--- config.mk ---
export PLATFORM = sky130hd
export DESIGN_NAME = instr_fetch_flat
export DESIGN_NICKNAME = d
export VERILOG_FILES = /design/src/rtl/instr_fetch_if.sv /design/src/rtl/instr_fetch.sv /design/src/flat_wrapper.sv
export SDC_FILE = /design/constraint.sdc
export NUM_CORES = 1
export LEC_CHECK = 0
export BUFFER_PORTS_ARGS = -buffer_cell sky130_fd_sc_hd__buf_2
export CORE_MARGIN = 5
export CORE_UTILIZATION = 57
export CTS_BUF_LIST = sky130_fd_sc_hd__clkbuf_4 sky130_fd_sc_hd__clkbuf_8 sky130_fd_sc_hd__clkbuf_16
export CTS_CLUSTER_DIAMETER = 30
export DETAILED_ROUTE_END_ITERATION = 8
export PLACE_DENSITY = 0.89
export RECOVER_POWER = 100
export SYNTH_ARGS = -nofsm -noshare
export SYNTH_HDL_FRONTEND = slang
export SYNTH_SLANG_ARGS = --single-unit
--- constraint.sdc ---
create_clock -name CLK -period 2.6 [get_ports CLK]
set_input_delay 0.52 -clock CLK [delete_from_list [all_inputs] [get_ports CLK]]
set_output_delay 0.52 -clock CLK [all_outputs]
set_load 0.01 [all_outputs]
--- src/rtl/instr_fetch_if.sv ---
// Bus bundle between the fetch stage, the program ROM and the CPU decoder.
// The fetch stage is the master. The ROM and the decoder sit on the slave side.
interface instr_fetch_if #(
    parameter int ADDR_WIDTH = 8,
    parameter int DATA_WIDTH = 8
);
    logic [ADDR_WIDTH-1:0] ROM_ADDR;
    logic [DATA_WIDTH-1:0] ROM_DATA;
    logic [DATA_WIDTH-1:0] INSTR_DATA;
    logic [ADDR_WIDTH-1:0] INSTR_ADDR;
    logic                  INSTR_VALID;
    logic                  INSTR_READY;
    logic                  JUMP_EN;
    logic [ADDR_WIDTH-1:0] JUMP_ADDR;

    modport master (
        output ROM_ADDR, INSTR_DATA, INSTR_ADDR, INSTR_VALID,
        input  ROM_DATA, INSTR_READY, JUMP_EN, JUMP_ADDR
    );

    modport slave (
        input  ROM_ADDR, INSTR_DATA, INSTR_ADDR, INSTR_VALID,
        output ROM_DATA, INSTR_READY, JUMP_EN, JUMP_ADDR
    );
endinterface

--- src/rtl/instr_fetch.sv ---
// Instruction prefetch stage: drives the ROM address, absorbs its one-cycle read latency,
// and buffers fetched bytes in a small FIFO for the decoder. A jump redirects fetch and flushes the FIFO.
module instr_fetch #(
    parameter int                    ADDR_WIDTH   = 8,
    parameter int                    DATA_WIDTH   = 8,
    parameter int                    DEPTH        = 4,
    parameter logic [ADDR_WIDTH-1:0] RESET_VECTOR = '0
) (
    input logic           CLK,
    input logic           RESET,
    instr_fetch_if.master bus
);
    localparam int PW = $clog2(DEPTH);
    localparam int CW = $clog2(DEPTH + 1);

    logic [ADDR_WIDTH-1:0] fp;
    logic [ADDR_WIDTH-1:0] if_a;
    logic                  if_v;
    logic [DATA_WIDTH-1:0] fifo_data [DEPTH];
    logic [ADDR_WIDTH-1:0] fifo_addr [DEPTH];
    logic [PW-1:0]         wr_ptr;
    logic [PW-1:0]         rd_ptr;
    logic [CW-1:0]         count;
    logic [CW:0]           occupancy;
    logic                  issue;
    logic                  push;
    logic                  pop;

    // The in-flight byte reserves a FIFO slot. This makes overflow impossible without looking at pop.
    always_comb begin
        occupancy = {1'b0, count} + {{CW{1'b0}}, if_v};
        issue     = !bus.JUMP_EN && (occupancy < (CW + 1)'(DEPTH));
        push      = if_v && !bus.JUMP_EN;
        pop       = (count != '0) && bus.INSTR_READY;
    end

    always_ff @(posedge CLK) begin
        if (RESET) begin
            fp     <= RESET_VECTOR;
            if_v   <= 1'b0;
            if_a   <= '0;
            count  <= '0;
            wr_ptr <= '0;
            rd_ptr <= '0;
        end else if (bus.JUMP_EN) begin
            fp     <= bus.JUMP_ADDR;
            if_v   <= 1'b0;
            count  <= '0;
            wr_ptr <= '0;
            rd_ptr <= '0;
        end else begin
            if_v <= issue;
            if (issue) begin
                if_a <= fp;
                fp   <= fp + ADDR_WIDTH'(1);
            end
            if (push) begin
                wr_ptr <= wr_ptr + PW'(1);
            end
            if (pop) begin
                rd_ptr <= rd_ptr + PW'(1);
            end
            case ({push, pop})
                2'b10:   count <= count + CW'(1);
                2'b01:   count <= count - CW'(1);
                default: count <= count;
            endcase
        end
    end

    // Storage is deliberately left unreset. Only the pointers and count define its contents.
    always_ff @(posedge CLK) begin
        if (push && !RESET) begin
            fifo_data[wr_ptr] <= bus.ROM_DATA;
            fifo_addr[wr_ptr] <= if_a;
        end
    end

    assign bus.ROM_ADDR    = fp;
    assign bus.INSTR_DATA  = fifo_data[rd_ptr];
    assign bus.INSTR_ADDR  = fifo_addr[rd_ptr];
    assign bus.INSTR_VALID = (count != '0);
endmodule

--- src/flat_wrapper.sv ---
// flat-port wrapper written by rule: the top's interface ports become plain ports
module instr_fetch_flat 
#(
    parameter int                    ADDR_WIDTH   = 8,
    parameter int                    DATA_WIDTH   = 8,
    parameter int                    DEPTH        = 4,
    parameter logic [ADDR_WIDTH-1:0] RESET_VECTOR = '0
)
  (CLK, RESET, bus_ROM_ADDR, bus_INSTR_DATA, bus_INSTR_ADDR, bus_INSTR_VALID, bus_ROM_DATA, bus_INSTR_READY, bus_JUMP_EN, bus_JUMP_ADDR);
  instr_fetch_if #(.ADDR_WIDTH(ADDR_WIDTH), .DATA_WIDTH(DATA_WIDTH)) bus_i ();
  input logic CLK;
  input logic RESET;
  output wire logic [$bits(bus_i.ROM_ADDR)-1:0] bus_ROM_ADDR;
  output wire logic [$bits(bus_i.INSTR_DATA)-1:0] bus_INSTR_DATA;
  output wire logic [$bits(bus_i.INSTR_ADDR)-1:0] bus_INSTR_ADDR;
  output wire logic [$bits(bus_i.INSTR_VALID)-1:0] bus_INSTR_VALID;
  input wire logic [$bits(bus_i.ROM_DATA)-1:0] bus_ROM_DATA;
  input wire logic [$bits(bus_i.INSTR_READY)-1:0] bus_INSTR_READY;
  input wire logic [$bits(bus_i.JUMP_EN)-1:0] bus_JUMP_EN;
  input wire logic [$bits(bus_i.JUMP_ADDR)-1:0] bus_JUMP_ADDR;
  assign bus_ROM_ADDR = bus_i.ROM_ADDR;
  assign bus_INSTR_DATA = bus_i.INSTR_DATA;
  assign bus_INSTR_ADDR = bus_i.INSTR_ADDR;
  assign bus_INSTR_VALID = bus_i.INSTR_VALID;
  assign bus_i.ROM_DATA = bus_ROM_DATA;
  assign bus_i.INSTR_READY = bus_INSTR_READY;
  assign bus_i.JUMP_EN = bus_JUMP_EN;
  assign bus_i.JUMP_ADDR = bus_JUMP_ADDR;
  instr_fetch #(.ADDR_WIDTH(ADDR_WIDTH), .DATA_WIDTH(DATA_WIDTH), .DEPTH(DEPTH), .RESET_VECTOR(RESET_VECTOR)) u_core (.CLK(CLK), .RESET(RESET), .bus(bus_i));
endmodule
==> summary.md <==
| Metric | Value |
|---|---|
| Status | finished clean |
| Ys Warns | 0 |
| Minimum hold slack | 0.427 ns |
| Commonest non-fill, non-tap cell in the layout | edfxtp_1 |
| Placed Cells | 347 |
| Max incr delay on CP | 0.57 ns |
| Final Cycle Share | 84.7% |
| Num CTS Buffers | 9 |
| Post-synth cell types | 39 |
| Placer Congestion | 0.876 |
| Crit-path max FO | 16 |
| Initial DRC Count | 91 |
| Final HPWL DP | 4030 µm |
| Drt via density | 5.62 |
| Resize count post-CTS | 0 |
| CTS tree | yes |
| Max Fclk | 0.454 GHz |
| CTS Sinks | 90 |
| Synth Cell Area | 0.00358 mm² |
| Critical Path RT | 2.08 ns |
| Post-Syn Nets | 260 |
| Cells after Synth | 233 |
| Syn Area/Cell | 15.4 µm² |
| Clock Latency Late Sink | 0.35 ns |
| GRT Overall Usage | 17.3% |
| Reg clk slew, reported paths | 0.09 ns |
| Maxcap violations | 0 |
| Initial antenna violation count | 0 |
| Initial DRT Pass Iterations | 4 |
| Register area share after synthesis | 68.2% |
| Finish-stage setup viols | 0 |
| Post-CTS Setup Inserts | 0 |
| Core ar. | 0.00603 mm² |
| Largest net degree at the start of global routing | 19 |
| Critical path arrival | 1.68 ns |
| Post-synthesis mux area share | 10.3% |
| # fillers | 435 |
| Port Buffers | 44 |
| Hold_sp | bus_ROM_DATA[4] |
| Largest buffer count on any clock path | 2 |
| Setup TNS | 0 ns |
| Die Height | 89.3 µm |
| Die area | 0.00797 mm² |
| Worst slew margin | 33.3% |
| H-Tree Depth | 3 |
| ANT nets after route | 0 |
| Crit-path cells | buf_4, mux4_2, clkbuf_1 |
| Post-cts hold buffer count | 0 |
| Post-Synth Simple-Gate Area | 7.27% |
| Synth Area in Compound Gates | 6.99% |
| CTS root buf | clkbuf_8 |
| Reg-to-reg startpoint | u_core.count[0]$_SDFFE_PP0P_ |
| Worst Skew | 0.00639 ns |
| Layout Cells excl Fill | 363 |
| Hold crit path type | primary input to register |
| First-pass GRT wire length | 10,100 µm |
| Xor/xnor share of the synthesized area | 1.47% |
| Worst path slowest cell | mux4_2 |
| VDD IR max | 0.413 mV |
| Main combinational cell family by area after synthesis | multiplexers |
| Initial core utilization | 59.4% |
| Worst slew pin tran | 1.00 ns |
| Nets@finish | 310 |
| Row count | 28 |
| Number of global-route vias before repair | 2,005 |
| Synthesis-stage register bit count | 90 |
| Pleak | 1.34 nW |
| Remaining DRCs | 0 |
| Synth Area in Adders | 2.66% |
| Startpoint Class | register |
| Slew Limit Fails | 0 |
| IO Pins | 45 |
| Synth-to-Final Area Change | 11.9% |
| Fin crit period | 2.20 ns |
| Fraction of layout cells with a size suffix above 1 | 18.1% |
| Pwr Density | 648 mW/mm² |
| Die W | 89.3 µm |
| Setup CP Type | register to output port |
| Overflow after GRT | 0 |
| RSZ-0062 raised after global routing | no |
| Most frequent cells in the layout | edfxtp_1, clkbuf_1, dfxtp_1 |
| Final Hold Viols | 0 |
| Crit. End Element | output port |
| Antenna diodes | 0 |
| DR WL/cell | 16.8 µm |
| Final WL | 6110 µm |
| Routed vias | 2,041 |
logic make-up (layout without fill, tap and decap cells):
group,after synthesis,count (layout)
adder cells (fa/ha/maj),7,7
XOR/XNOR,6,6
buffers and inverters,24,79
flip-flops,90,90
AND/OR/NAND/NOR,56,56
multiplexers,17,17
AO/OA/AOI/OAI,33,33
cell type report:
class	instances	area [µm²]	share of cell area, %
Tap cell	75	93.8	2.34
Sequential cell	90	2440	61.0
Clock buffer	9	124	3.09
Clock inverter	7	68.8	1.72
Multi-Input combinational cell	119	1010	25.3
Inverter	11	41.3	1.03
Timing Repair Buffer	52	224	5.59
sequential cells by signal, summed over array words and instances (netlist names), named ones only:
| name | flops |
|---|---|
| u_core.fifo_data | 32 |
| u_core.if_a | 8 |
| u_core.if_v | 1 |
| u_core.rd_ptr | 2 |
| u_core.fifo_addr | 32 |
| u_core.wr_ptr | 2 |
| u_core.count | 3 |
| u_core.bus.ROM_ADDR | 8 |
layer usage:
metal,up-vias,part of all wire (%),wire (µm),global-route usage (%)
met1,987,44,2680,23.1
met4,0,1.5,91,8.53
met3,8,6.8,413,3.23
met2,62,48,2930,27.3
li1,984,-,-,-
met5,-,0,0,0
worst paths after layout:
check | endpoint | slack [ns] | cells past startpoint
min reg2reg | u_core.if_a[0]$_SDFFE_PP0P_ | 0.50 | 2
max | bus_INSTR_ADDR[3] | 0.40 | 3
min | u_core.fifo_data[2][4]$_DFFE_PP_ | 0.43 | 1
max reg2reg | u_core.count[2]$_SDFFE_PP0P_ | 0.59 | 7
stage by stage:
stage | area (µm²) | power [mW] | util (%) | setup slack [ns]
after floorplan | 3580 | 1.68 | - | 0.505
after global placement | 3890 | 1.72 | 64.5 | 0.579
after detailed placement | 3890 | 1.73 | 64.5 | 0.459
after CTS | 4080 | 2.62 | 67.7 | 0.345
after global routing | 4010 | 2.71 | 66.5 | 0.287
final | 4010 | 2.59 | 66.5 | 0.398
cells in the mapped netlist, drive strengths merged:
| cell type | instances | share of area (%) |
|---|---|---|
| a211oi | 1 | 0.21 |
| a21oi | 11 | 1.5 |
| a311o | 1 | 0.31 |
| a311oi | 6 | 1.5 |
| a31o | 3 | 0.98 |
| a31oi | 2 | 0.52 |
| and2 | 2 | 0.35 |
| and3 | 4 | 0.70 |
| and4 | 1 | 0.24 |
| buf | 7 | 1.3 |
| clkbuf | 6 | 0.63 |
| dfxtp | 26 | 15 |
| edfxtp | 64 | 54 |
| fa | 1 | 0.56 |
| ha | 6 | 2.1 |
| inv | 11 | 1.2 |
| mux2i | 1 | 0.28 |
| mux4 | 16 | 10 |
| nand2 | 21 | 2.2 |
| nand3 | 1 | 0.14 |
| nand4 | 5 | 0.87 |
| nor2 | 17 | 1.8 |
| o211a | 1 | 0.28 |
| o21ai | 2 | 0.28 |
| o21bai | 1 | 0.21 |
| o311ai | 1 | 0.24 |
| o31a | 1 | 0.28 |
| o31ai | 2 | 0.42 |
| o41ai | 1 | 0.24 |
| or2 | 1 | 0.17 |
| or3 | 3 | 0.59 |
| or4 | 1 | 0.21 |
| xnor2 | 3 | 0.73 |
| xor2 | 3 | 0.73 |
critical path, delay by kind of cell, from the launching register on:
kind / cells / cell delay (ns)
muxes: 1 / 0.57
buffers and inverters: 2 / 0.45
DFF: 1 / 0.31
power breakdown:
| part | leakage [nW] | switching, mW | internal [mW] |
|---|---|---|---|
| combinational | 0.422 | 0.0632 | 0.0463 |
| clock | 0.0954 | 0.462 | 0.442 |
| sequential | 0.824 | 0.0288 | 1.55 |
| total | 1.34 | 0.554 | 2.04 |
Power figures use the tool's default switching activity.
